$ cat config.mk
export PLATFORM = sky130hd
export DESIGN_NAME = asrv32_decode_stage
export DESIGN_NICKNAME = d
export VERILOG_FILES = /design/src/rtl/asrv32_decode_stage.sv
export SDC_FILE = /design/constraint.sdc
export NUM_CORES = 1
export LEC_CHECK = 0
export CORE_MARGIN = 4
export CORE_UTILIZATION = 45
export DETAILED_ROUTE_END_ITERATION = 8
export PLACE_DENSITY = 0.68
export SYNTH_ARGS = -nofsm -noshare
export SYNTH_HDL_FRONTEND = slang
export SYNTH_SLANG_ARGS = --single-unit
$ cat constraint.sdc
create_clock -name i_clk -period 2.9 [get_ports i_clk]
set_input_delay 0.725 -clock i_clk [delete_from_list [all_inputs] [get_ports i_clk]]
set_output_delay 0.725 -clock i_clk [all_outputs]
set_load 0.02 [all_outputs]
$ cat src/rtl/asrv32_decode_stage.sv
// RV32I decode stage: combinational decode of the incoming instruction,
// a registered output slot plus one skid entry so fetch can keep streaming
// at full rate while execute applies backpressure, and a flush for redirects.
module asrv32_decode_stage #(
  parameter int unsigned PC_WIDTH         = 32,
  parameter bit          EN_ILLEGAL_CHECK = 1'b1,
  parameter int unsigned ALU_WIDTH        = 14,
  parameter int unsigned OPCODE_WIDTH     = 11
) (
  input  logic                    i_clk,
  input  logic                    i_rst_n,
  input  logic [31:0]             i_inst,
  input  logic [PC_WIDTH-1:0]     i_pc,
  input  logic                    i_valid,
  output logic                    o_ready,
  input  logic                    i_flush,
  output logic                    o_valid,
  input  logic                    i_ready,
  output logic [PC_WIDTH-1:0]     o_pc,
  output logic [4:0]              o_rs1_addr,
  output logic [4:0]              o_rs2_addr,
  output logic [4:0]              o_rd_addr,
  output logic [31:0]             o_imm,
  output logic [2:0]              o_funct3,
  output logic [OPCODE_WIDTH-1:0] o_opcode,
  output logic [ALU_WIDTH-1:0]    o_alu_op,
  output logic                    o_illegal
);

  // One-hot bit positions shared with the rest of the core.
  localparam int unsigned ALU_ADD  = 0;
  localparam int unsigned ALU_SUB  = 1;
  localparam int unsigned ALU_SLT  = 2;
  localparam int unsigned ALU_SLTU = 3;
  localparam int unsigned ALU_XOR  = 4;
  localparam int unsigned ALU_OR   = 5;
  localparam int unsigned ALU_AND  = 6;
  localparam int unsigned ALU_SLL  = 7;
  localparam int unsigned ALU_SRL  = 8;
  localparam int unsigned ALU_SRA  = 9;
  localparam int unsigned ALU_EQ   = 10;
  localparam int unsigned ALU_NEQ  = 11;
  localparam int unsigned ALU_GE   = 12;
  localparam int unsigned ALU_GEU  = 13;

  localparam int unsigned OP_RTYPE  = 0;
  localparam int unsigned OP_ITYPE  = 1;
  localparam int unsigned OP_LOAD   = 2;
  localparam int unsigned OP_STORE  = 3;
  localparam int unsigned OP_BRANCH = 4;
  localparam int unsigned OP_JAL    = 5;
  localparam int unsigned OP_JALR   = 6;
  localparam int unsigned OP_LUI    = 7;
  localparam int unsigned OP_AUIPC  = 8;
  localparam int unsigned OP_SYSTEM = 9;
  localparam int unsigned OP_FENCE  = 10;

  typedef enum logic [6:0] {
    OPC_RTYPE  = 7'b0110011,
    OPC_ITYPE  = 7'b0010011,
    OPC_LOAD   = 7'b0000011,
    OPC_STORE  = 7'b0100011,
    OPC_BRANCH = 7'b1100011,
    OPC_JAL    = 7'b1101111,
    OPC_JALR   = 7'b1100111,
    OPC_LUI    = 7'b0110111,
    OPC_AUIPC  = 7'b0010111,
    OPC_SYSTEM = 7'b1110011,
    OPC_FENCE  = 7'b0001111
  } opc_e;

  typedef struct packed {
    logic [PC_WIDTH-1:0]     pc;
    logic [4:0]              rs1;
    logic [4:0]              rs2;
    logic [4:0]              rd;
    logic [31:0]             imm;
    logic [2:0]              funct3;
    logic [OPCODE_WIDTH-1:0] opcode;
    logic [ALU_WIDTH-1:0]    alu_op;
    logic                    illegal;
  } dec_t;

  opc_e       opc;
  logic [2:0] funct3;
  logic [6:0] funct7;
  logic       known;
  logic       bad;
  dec_t       dec_d;
  dec_t       out_q;
  dec_t       skid_q;
  logic       out_valid_q;
  logic       skid_valid_q;
  logic       ready_q;
  logic       accept;

  assign opc    = opc_e'(i_inst[6:0]);
  assign funct3 = i_inst[14:12];
  assign funct7 = i_inst[31:25];

  // Shared R/I-type ALU selection; alt is inst[30] (SUB only for R, SRA for both).
  function automatic logic [ALU_WIDTH-1:0] rr_alu(input logic [2:0] f3,
                                                  input logic alt,
                                                  input logic is_r);
    logic [ALU_WIDTH-1:0] a;
    a = '0;
    case (f3)
      3'b000:  if (is_r && alt) a[ALU_SUB] = 1'b1; else a[ALU_ADD] = 1'b1;
      3'b001:  a[ALU_SLL] = 1'b1;
      3'b010:  a[ALU_SLT] = 1'b1;
      3'b011:  a[ALU_SLTU] = 1'b1;
      3'b100:  a[ALU_XOR] = 1'b1;
      3'b101:  if (alt) a[ALU_SRA] = 1'b1; else a[ALU_SRL] = 1'b1;
      3'b110:  a[ALU_OR] = 1'b1;
      default: a[ALU_AND] = 1'b1;
    endcase
    return a;
  endfunction

  // Instruction decode: fields, immediate, class, ALU op and illegal detection.
  always_comb begin
    dec_d        = '0;
    dec_d.pc     = i_pc;
    dec_d.funct3 = funct3;
    dec_d.rs1    = i_inst[19:15];
    dec_d.rd     = i_inst[11:7];
    known        = 1'b1;
    bad          = 1'b0;
    case (opc)
      OPC_RTYPE: begin
        dec_d.opcode[OP_RTYPE] = 1'b1;
        dec_d.rs2    = i_inst[24:20];
        dec_d.alu_op = rr_alu(funct3, i_inst[30], 1'b1);
        if (funct7 != 7'b0000000 && funct7 != 7'b0100000) bad = 1'b1;
        if (funct7 == 7'b0100000 && funct3 != 3'b000 && funct3 != 3'b101) bad = 1'b1;
      end
      OPC_ITYPE: begin
        dec_d.opcode[OP_ITYPE] = 1'b1;
        dec_d.imm    = {{20{i_inst[31]}}, i_inst[31:20]};
        dec_d.alu_op = rr_alu(funct3, i_inst[30], 1'b0);
        if (funct3 == 3'b001 && funct7 != 7'b0000000) bad = 1'b1;
        if (funct3 == 3'b101 && funct7 != 7'b0000000 && funct7 != 7'b0100000) bad = 1'b1;
      end
      OPC_LOAD: begin
        dec_d.opcode[OP_LOAD]   = 1'b1;
        dec_d.imm               = {{20{i_inst[31]}}, i_inst[31:20]};
        dec_d.alu_op[ALU_ADD]   = 1'b1;
        if (funct3 == 3'b011 || funct3 == 3'b110 || funct3 == 3'b111) bad = 1'b1;
      end
      OPC_STORE: begin
        dec_d.opcode[OP_STORE]  = 1'b1;
        dec_d.rs2               = i_inst[24:20];
        dec_d.rd                = '0;
        dec_d.imm               = {{20{i_inst[31]}}, i_inst[31:25], i_inst[11:7]};
        dec_d.alu_op[ALU_ADD]   = 1'b1;
        if (funct3 >= 3'b011) bad = 1'b1;
      end
      OPC_BRANCH: begin
        dec_d.opcode[OP_BRANCH] = 1'b1;
        dec_d.rs2               = i_inst[24:20];
        dec_d.rd                = '0;
        dec_d.imm               = {{19{i_inst[31]}}, i_inst[31], i_inst[7],
                                   i_inst[30:25], i_inst[11:8], 1'b0};
        case (funct3)
          3'b000:  dec_d.alu_op[ALU_EQ]   = 1'b1;
          3'b001:  dec_d.alu_op[ALU_NEQ]  = 1'b1;
          3'b100:  dec_d.alu_op[ALU_SLT]  = 1'b1;
          3'b101:  dec_d.alu_op[ALU_GE]   = 1'b1;
          3'b110:  dec_d.alu_op[ALU_SLTU] = 1'b1;
          3'b111:  dec_d.alu_op[ALU_GEU]  = 1'b1;
          default: bad = 1'b1;
        endcase
      end
      OPC_JAL: begin
        dec_d.opcode[OP_JAL]    = 1'b1;
        dec_d.rs1               = '0;
        dec_d.imm               = {{11{i_inst[31]}}, i_inst[31], i_inst[19:12],
                                   i_inst[20], i_inst[30:21], 1'b0};
        dec_d.alu_op[ALU_ADD]   = 1'b1;
      end
      OPC_JALR: begin
        dec_d.opcode[OP_JALR]   = 1'b1;
        dec_d.imm               = {{20{i_inst[31]}}, i_inst[31:20]};
        dec_d.alu_op[ALU_ADD]   = 1'b1;
        if (funct3 != 3'b000) bad = 1'b1;
      end
      OPC_LUI: begin
        dec_d.opcode[OP_LUI]    = 1'b1;
        dec_d.rs1               = '0;
        dec_d.imm               = {i_inst[31:12], 12'b0};
        dec_d.alu_op[ALU_ADD]   = 1'b1;
      end
      OPC_AUIPC: begin
        dec_d.opcode[OP_AUIPC]  = 1'b1;
        dec_d.rs1               = '0;
        dec_d.imm               = {i_inst[31:12], 12'b0};
        dec_d.alu_op[ALU_ADD]   = 1'b1;
      end
      OPC_SYSTEM: dec_d.opcode[OP_SYSTEM] = 1'b1;
      OPC_FENCE:  dec_d.opcode[OP_FENCE]  = 1'b1;
      default:    known = 1'b0;
    endcase
    dec_d.illegal = !known || (i_inst[1:0] != 2'b11) || (EN_ILLEGAL_CHECK && bad);
    if (dec_d.illegal) begin
      dec_d.opcode = '0;
      dec_d.alu_op = '0;
      dec_d.imm    = '0;
    end
  end

  assign o_ready = ready_q && i_rst_n;
  assign accept  = i_valid && o_ready;

  // Handshake: output slot refills from skid first, otherwise from the decoder;
  // an accept while the output is held lands in the skid entry.
  always_ff @(posedge i_clk) begin
    if (!i_rst_n) begin
      out_q        <= '0;
      skid_q       <= '0;
      out_valid_q  <= 1'b0;
      skid_valid_q <= 1'b0;
      ready_q      <= 1'b0;
    end else if (i_flush) begin
      out_valid_q  <= 1'b0;
      skid_valid_q <= 1'b0;
      ready_q      <= 1'b1;
    end else if (!out_valid_q || i_ready) begin
      // o_ready is low whenever skid is full, so accept and drain never collide.
      if (skid_valid_q) begin
        out_q        <= skid_q;
        out_valid_q  <= 1'b1;
        skid_valid_q <= 1'b0;
      end else begin
        out_valid_q <= accept;
        if (accept) out_q <= dec_d;
      end
      ready_q <= 1'b1;
    end else if (accept) begin
      skid_q       <= dec_d;
      skid_valid_q <= 1'b1;
      ready_q      <= 1'b0;
    end
  end

  assign o_valid    = out_valid_q;
  assign o_pc       = out_q.pc;
  assign o_rs1_addr = out_q.rs1;
  assign o_rs2_addr = out_q.rs2;
  assign o_rd_addr  = out_q.rd;
  assign o_imm      = out_q.imm;
  assign o_funct3   = out_q.funct3;
  assign o_opcode   = out_q.opcode;
  assign o_alu_op   = out_q.alu_op;
  assign o_illegal  = out_q.illegal;

endmodule

Word level (Yosys, flattened, before mapping)
Index checks and enable logic that the tools add are counted.
{"block": "word_totals", "input_bits": 69, "output_inout_bits": 110, "wordCells": 132, "register_bits": 219}
{"block": "classes", "order_cmp": 1, "bitwise": 3, "n_reduce_logical": 34, "n_mux": 51, "n_eq_ne": 22}
{"operator": "$mux 108", "n": 2}
{"operator": "$pmux 32 s5", "n": 1}
{"operator": "$mux 1", "n": 36}
{"operator": "$mux 32", "n": 1}
{"operator": "$eq 7x6->1 const B", "n": 4}
{"operator": "$eq 7x7->1 const B", "n": 4}
{"operator": "$mux 25", "n": 1}
{"operator": "$mux 5", "n": 3}
{"operator": "$eq 7x5->1 const B", "n": 2}
{"operator": "$eq 3x3->1 const B", "n": 4}
{"operator": "$reduce_or 3->1", "n": 4}
{"operator": "$reduce_or 6->1", "n": 2}
{"operator": "$reduce_or 11->1", "n": 1}
{"operator": "$logic_and 1x1->1", "n": 8}
{"operator": "$reduce_or 2->1", "n": 4}
{"operator": "$eq 7x2->1 const B", "n": 1}
{"operator": "$eq 7x4->1 const B", "n": 1}
{"operator": "$ne 7x6->1 const B", "n": 1}
{"operator": "$reduce_bool 7->1", "n": 1}
{"operator": "$reduce_or 7->1", "n": 1}
{"operator": "$eq 3x2->1 const B", "n": 2}
{"operator": "$mux 6", "n": 1}
{"operator": "$pmux 1 s6", "n": 1}
{"operator": "$reduce_and 3->1", "n": 2}
{"operator": "other kinds (14)", "n": 23}

Logic depth before layout (Yosys ltp)
{"block": "depth", "ltp_word": 9, "depth_mapped": 10, "mapped_depth_nobuf": 6}

Least setup slack after synthesis
Ideal clock, no wire load.
{"block": "synth_timing", "path_type": "in2reg", "from": "input i_inst[14]", "to": "register out_q (netlist bit o_opcode[8])", "arrival_time_ps": 2548, "n_path_buf": 2, "setup_slack_ps": 282, "setup_time_ps": 70, "path_stages": 8, "cell_sequence": "clkbuf_1 > xnor2_1 > a21oi_1 > a221oi_4 > nand3_4 > buf_6 > or4b_1 > a21oi_1"}
{"block": "synth_between", "elab_chain_cells": 9, "word_cells_on_any_way": 30, "cone_classes": "1 x order compare; 7 x eq/ne; 11 x mux; 11 x reduce/logical"}
{"element": "start, declared", "line_no": "12", "source": "input logic [31:0] i_inst,"}
{"element": "$eq 3x1->1, or another cell as far along", "line_no": "141, 164"}
{"element": "$logic_and 1x1->1, or another cell as far along", "line_no": "141", "source": "if (funct3 == 3'b001 && funct7 != 7'b0000000) bad = 1'b1;"}
{"element": "$mux 1, or another cell as far along", "line_no": "141"}
{"element": "$mux 1 (on tied branches)", "line_no": "142, 135, 148"}
{"element": "$pmux 1 s6 *", "line_no": "129", "source": "case (opc)"}
{"element": "$logic_or 1x1->1 *", "line_no": "203", "source": "dec_d.illegal = !known || (i_inst[1:0] != 2'b11) || (EN_ILLEGAL_CHECK && bad);"}
{"element": "$mux 25 *", "line_no": "204", "source": "if (dec_d.illegal) begin"}
{"element": "$mux 108 *", "line_no": "235", "source": "if (accept) out_q <= dec_d;"}
{"element": "$mux 108 *", "line_no": "229", "source": "if (skid_valid_q) begin"}
{"element": "end signal, assigned", "line_no": "230", "source": "out_q <= skid_q;"}
{"element": "end, declared", "line_no": "90", "source": "dec_t out_q;"}
Mark *: on every way between the ends. The rest lies on a longest branch, timed or not. The select of a mux whose other input is x is not followed.
A chain may end at the register's enable or synchronous reset.

Worst setup path in the final report
{"block": "layout_timing", "from": "input i_inst[2]", "to": "register out_q (netlist bit o_imm[1])"}
{"block": "layout_between", "elab_chain_cells": 9, "word_cells_on_any_way": 23, "cone_classes": "11 x eq/ne; 6 x mux; 6 x reduce/logical"}
{"element": "$eq 7x4->1, or another cell as far along", "line_no": "129"}
{"element": "$reduce_or 11->1 (no line)"}
{"element": "$mux 1", "line_no": "129"}
{"element": "$logic_not 1->1", "line_no": "203"}
{"element": "$logic_or 1x1->1 (2 in series)", "line_no": "203"}
{"element": "$mux 32 *", "line_no": "204"}
{"element": "$mux 108 *", "line_no": "235"}
{"element": "$mux 108 *", "line_no": "229"}
Marked as above.

==> impl_metrics.env <==
export IMPL_cp_end_kind="register"
export IMPL_rows=53
export IMPL_synth_edff_count=0
export IMPL_cts_max_path_buffers=3
export IMPL_cp_top_family="simple AND/OR/NAND/NOR gates"
export IMPL_tightest_slew_ns=0.759
export IMPL_synth_async_sr_flop_share_pct=0
export IMPL_fin_skew_ns=0.00680
export IMPL_cts_buffers=25
export IMPL_ant_nets=0
export IMPL_synth_area_um2=9570
export IMPL_grt_pass1_wl_mm=45.4
export IMPL_start_util_pct=45.7
export IMPL_drv_slew=0
export IMPL_crit_chain="clkdlybuf4s50_1 > nand4bb_1 > buf_4 > nor3b_1 > buf_4 > a22oi_1 > or2_2 > o21ai_0 > o211a_1"
export IMPL_holdPathEnd="skid_q[45]"
export IMPL_postCtsHoldBufs=0
export IMPL_hold_path_cell_count=2
export IMPL_place_area_um2=12200
export IMPL_hp_start="skid_q[45]"
export IMPL_arrival_ns=3.18
export IMPL_routed_via_density=5.63
export IMPL_vias=9013
export IMPL_die_w_um=154
export IMPL_crit_buf_inv=3
export IMPL_finalPower_uw=7140
export IMPL_numClockSinks=219
export IMPL_dr_pass1_iters=5
export IMPL_drt_initial_drc_count=761
export IMPL_r2r_end="o_imm[24]"
export IMPL_netlist_instances=1107
export IMPL_crit_slowest_cell="nor3b_1"
export IMPL_r2r_slack_ns=0.82
export IMPL_irDropWorstVdd_uv=430
export IMPL_antenna_found_initial=1
export IMPL_timing_rr_start="ready_q"
export IMPL_syn_avg_cell_area_um2=8.64
export IMPL_pin_count=179
export IMPL_leakage_uw=0.00537
export IMPL_setup_viol=0
export IMPL_synth_distinct_cells=65
export IMPL_drc=0
export IMPL_wl_mm=28.7
export IMPL_clkLatencyLatePin_ns=0.52
export IMPL_fp_dieH_um=154
export IMPL_synthTopCellsByCount="dfxtp_1 (219), nand2_1 (216), o21ai_0 (104), a21oi_1 (98), clkbuf_1 (90)"
export IMPL_layout_min_cycle_time_ns=2.72
export IMPL_cts_resized=0
export IMPL_syn_nets=1176
export IMPL_holdWs_ns=0.453
export IMPL_fin_area_um2=13000
export IMPL_synth_seq_cells=219
export IMPL_r2r_worst_path_cells=7
export IMPL_area_growth_syn_to_layout_pct=36.3
export IMPL_cp_num_cells=9
export IMPL_cp_slowest_stage_delay_ns=0.49
export IMPL_ys_seq_area_share_pct=45.8
export IMPL_die_area_um2=23700
export IMPL_gr_total_overflow=0
export IMPL_grt_pass1_vias=8485
export IMPL_n_fill_cell=1822
export IMPL_fmax_ghz=0.368
export IMPL_crit_top_cell="buf_4"
export IMPL_drive_above_1_share_pct=11.8
export IMPL_relSlewSlack_pct=49.4
export IMPL_grt_max_degree=173
export IMPL_cellPowerDensity_nw_per_um2=548
export IMPL_min_path_type="reg2reg"
export IMPL_fin_tns_setup_ns=0
export IMPL_postLayoutCoreUtil_pct=62.2
export IMPL_yosysWarningCount=0
export IMPL_crit_type="in2reg"
export IMPL_synth_area_leader_cell="dfxtp_1"
export IMPL_synth_top_area_share_pct=45.8
export IMPL_worstPathRequired_ns=3.36
export IMPL_postCtsSetupRepairBufs=0
export IMPL_status="finished clean"
export IMPL_grtUsageTotal_pct=23.0
export IMPL_synth_area_leaders="dfxtp_1 (46%), nand2_1 (8.5%), o211a_1 (7.3%), o21ai_0 (5.4%), a21oi_1 (5.1%)"
export IMPL_core_area_um2=21000
export IMPL_wl_per_cell_um=17.9
export IMPL_post_dp_hpwl_mm=18.8
export IMPL_final_nets=1375
export IMPL_path_max_fanout=4
export IMPL_crit_path_start_kind="primary input"
export IMPL_synth_flop_cell="dfxtp_1"
export IMPL_synth_most_common_cell="dfxtp_1"
export IMPL_gp_congestion=0.883
export IMPL_fin_crit_sh_pct=93.7
export IMPL_cts_tree="yes"
export IMPL_rsz0062_at_grt="no"
export IMPL_cts_clk_slew_worst_paths_ns=0.06
export IMPL_port_buffers=178
export IMPL_clockRootBuffer="clkbuf_16"
export IMPL_hold_viol=0
export IMPL_drv_cap=0
export IMPL_htreeDepth=1
[tightest hold or removal path, stage by stage (launching register included)]
cell	delay, ns
dfxtp_1	0.32
nand2_1	0.04
o21ai_0	0.05
[metrics by stage]
step | setup slack (ns) | cells
after floorplan | 0.282 | 1107
after global placement | -0.336 | 1554
after detailed placement | -0.278 | 1554
after CTS | 0.242 | 1600
after global routing | 0.0924 | 1600
final | 0.182 | 1601
[power breakdown]
part           internal, uW  switching (uW)
Combinational           326             357
Clock                  2100            1270
Sequential             3060            30.5
[sequential cells by signal (all words and copies together) (netlist names)]
name	flops
o_valid	1
o_rd_addr	5
skid_q	108
o_illegal	1
skid_valid_q	1
o_rs1_addr	5
ready_q	1
o_funct3	3
o_imm	32
o_rs2_addr	5
o_opcode	11
o_pc	32
o_alu_op	14
[cell type report]
cell class / count / area [um2] / area share (%)
clock inverters: 11 / 164 / 1.26
inverters: 3 / 11.3 / 0.0863
well taps: 275 / 344 / 2.64
flip-flops and latches: 219 / 4390 / 33.6
multi-input cells: 783 / 4780 / 36.7
clock buffers: 35 / 724 / 5.55
diodes: 1 / 2.50 / 0.0192
repair buffers: 274 / 2630 / 20.1
[how the worst max path moves through the flow]
stage                     from     endpoint  slack, ns
floorplan           i_inst[14]  o_opcode[8]       0.28
global placement     i_inst[2]    o_imm[29]      -0.34
detailed placement  i_inst[25]    o_imm[14]      -0.28
CTS                 i_inst[25]    o_imm[19]       0.24
global route         i_inst[2]     o_imm[1]       0.09
finish               i_inst[2]     o_imm[1]       0.18
[cell usage in the layout, fill, tap and decap left out, types with 8 or more instances in the layout]
cell type	synthesis	final
a21boi_0	44	44
a21o_1	10	10
a21oi_1	98	98
a22o_1	13	13
and2_1	19	19
buf_12	0	10
buf_4	1	87
clkbuf_16	0	26
clkdlybuf4s50_1	0	177
dfxtp_1	219	218
mux2i_1	36	36
nand2_1	216	216
nand2b_1	8	8
nand3_1	14	13
nor2_1	16	16
nor3_1	9	8
o211a_1	70	70
o211ai_1	15	15
o21ai_0	104	104
or3_1	19	18
[logic make-up (layout without fill, tap and decap cells)]
kind of cell    Yosys count  in the layout  synth area share (%)
other cells               0              1                     0
buf+inv                 105            323                  4.31
xor+xnor                  1              1                0.0915
simple gates            352            352                  17.6
mux                      37             37                  3.88
flops                   219            219                  45.8
compound gates          393            393                  28.3
[metal layers]
layer	track usage, %	wire length (um)
met1	31.6	12900
met4	5.34	639
met5	0	13
met3	6.08	2450
met2	36.5	12700
Power figures use the tool's default switching activity.
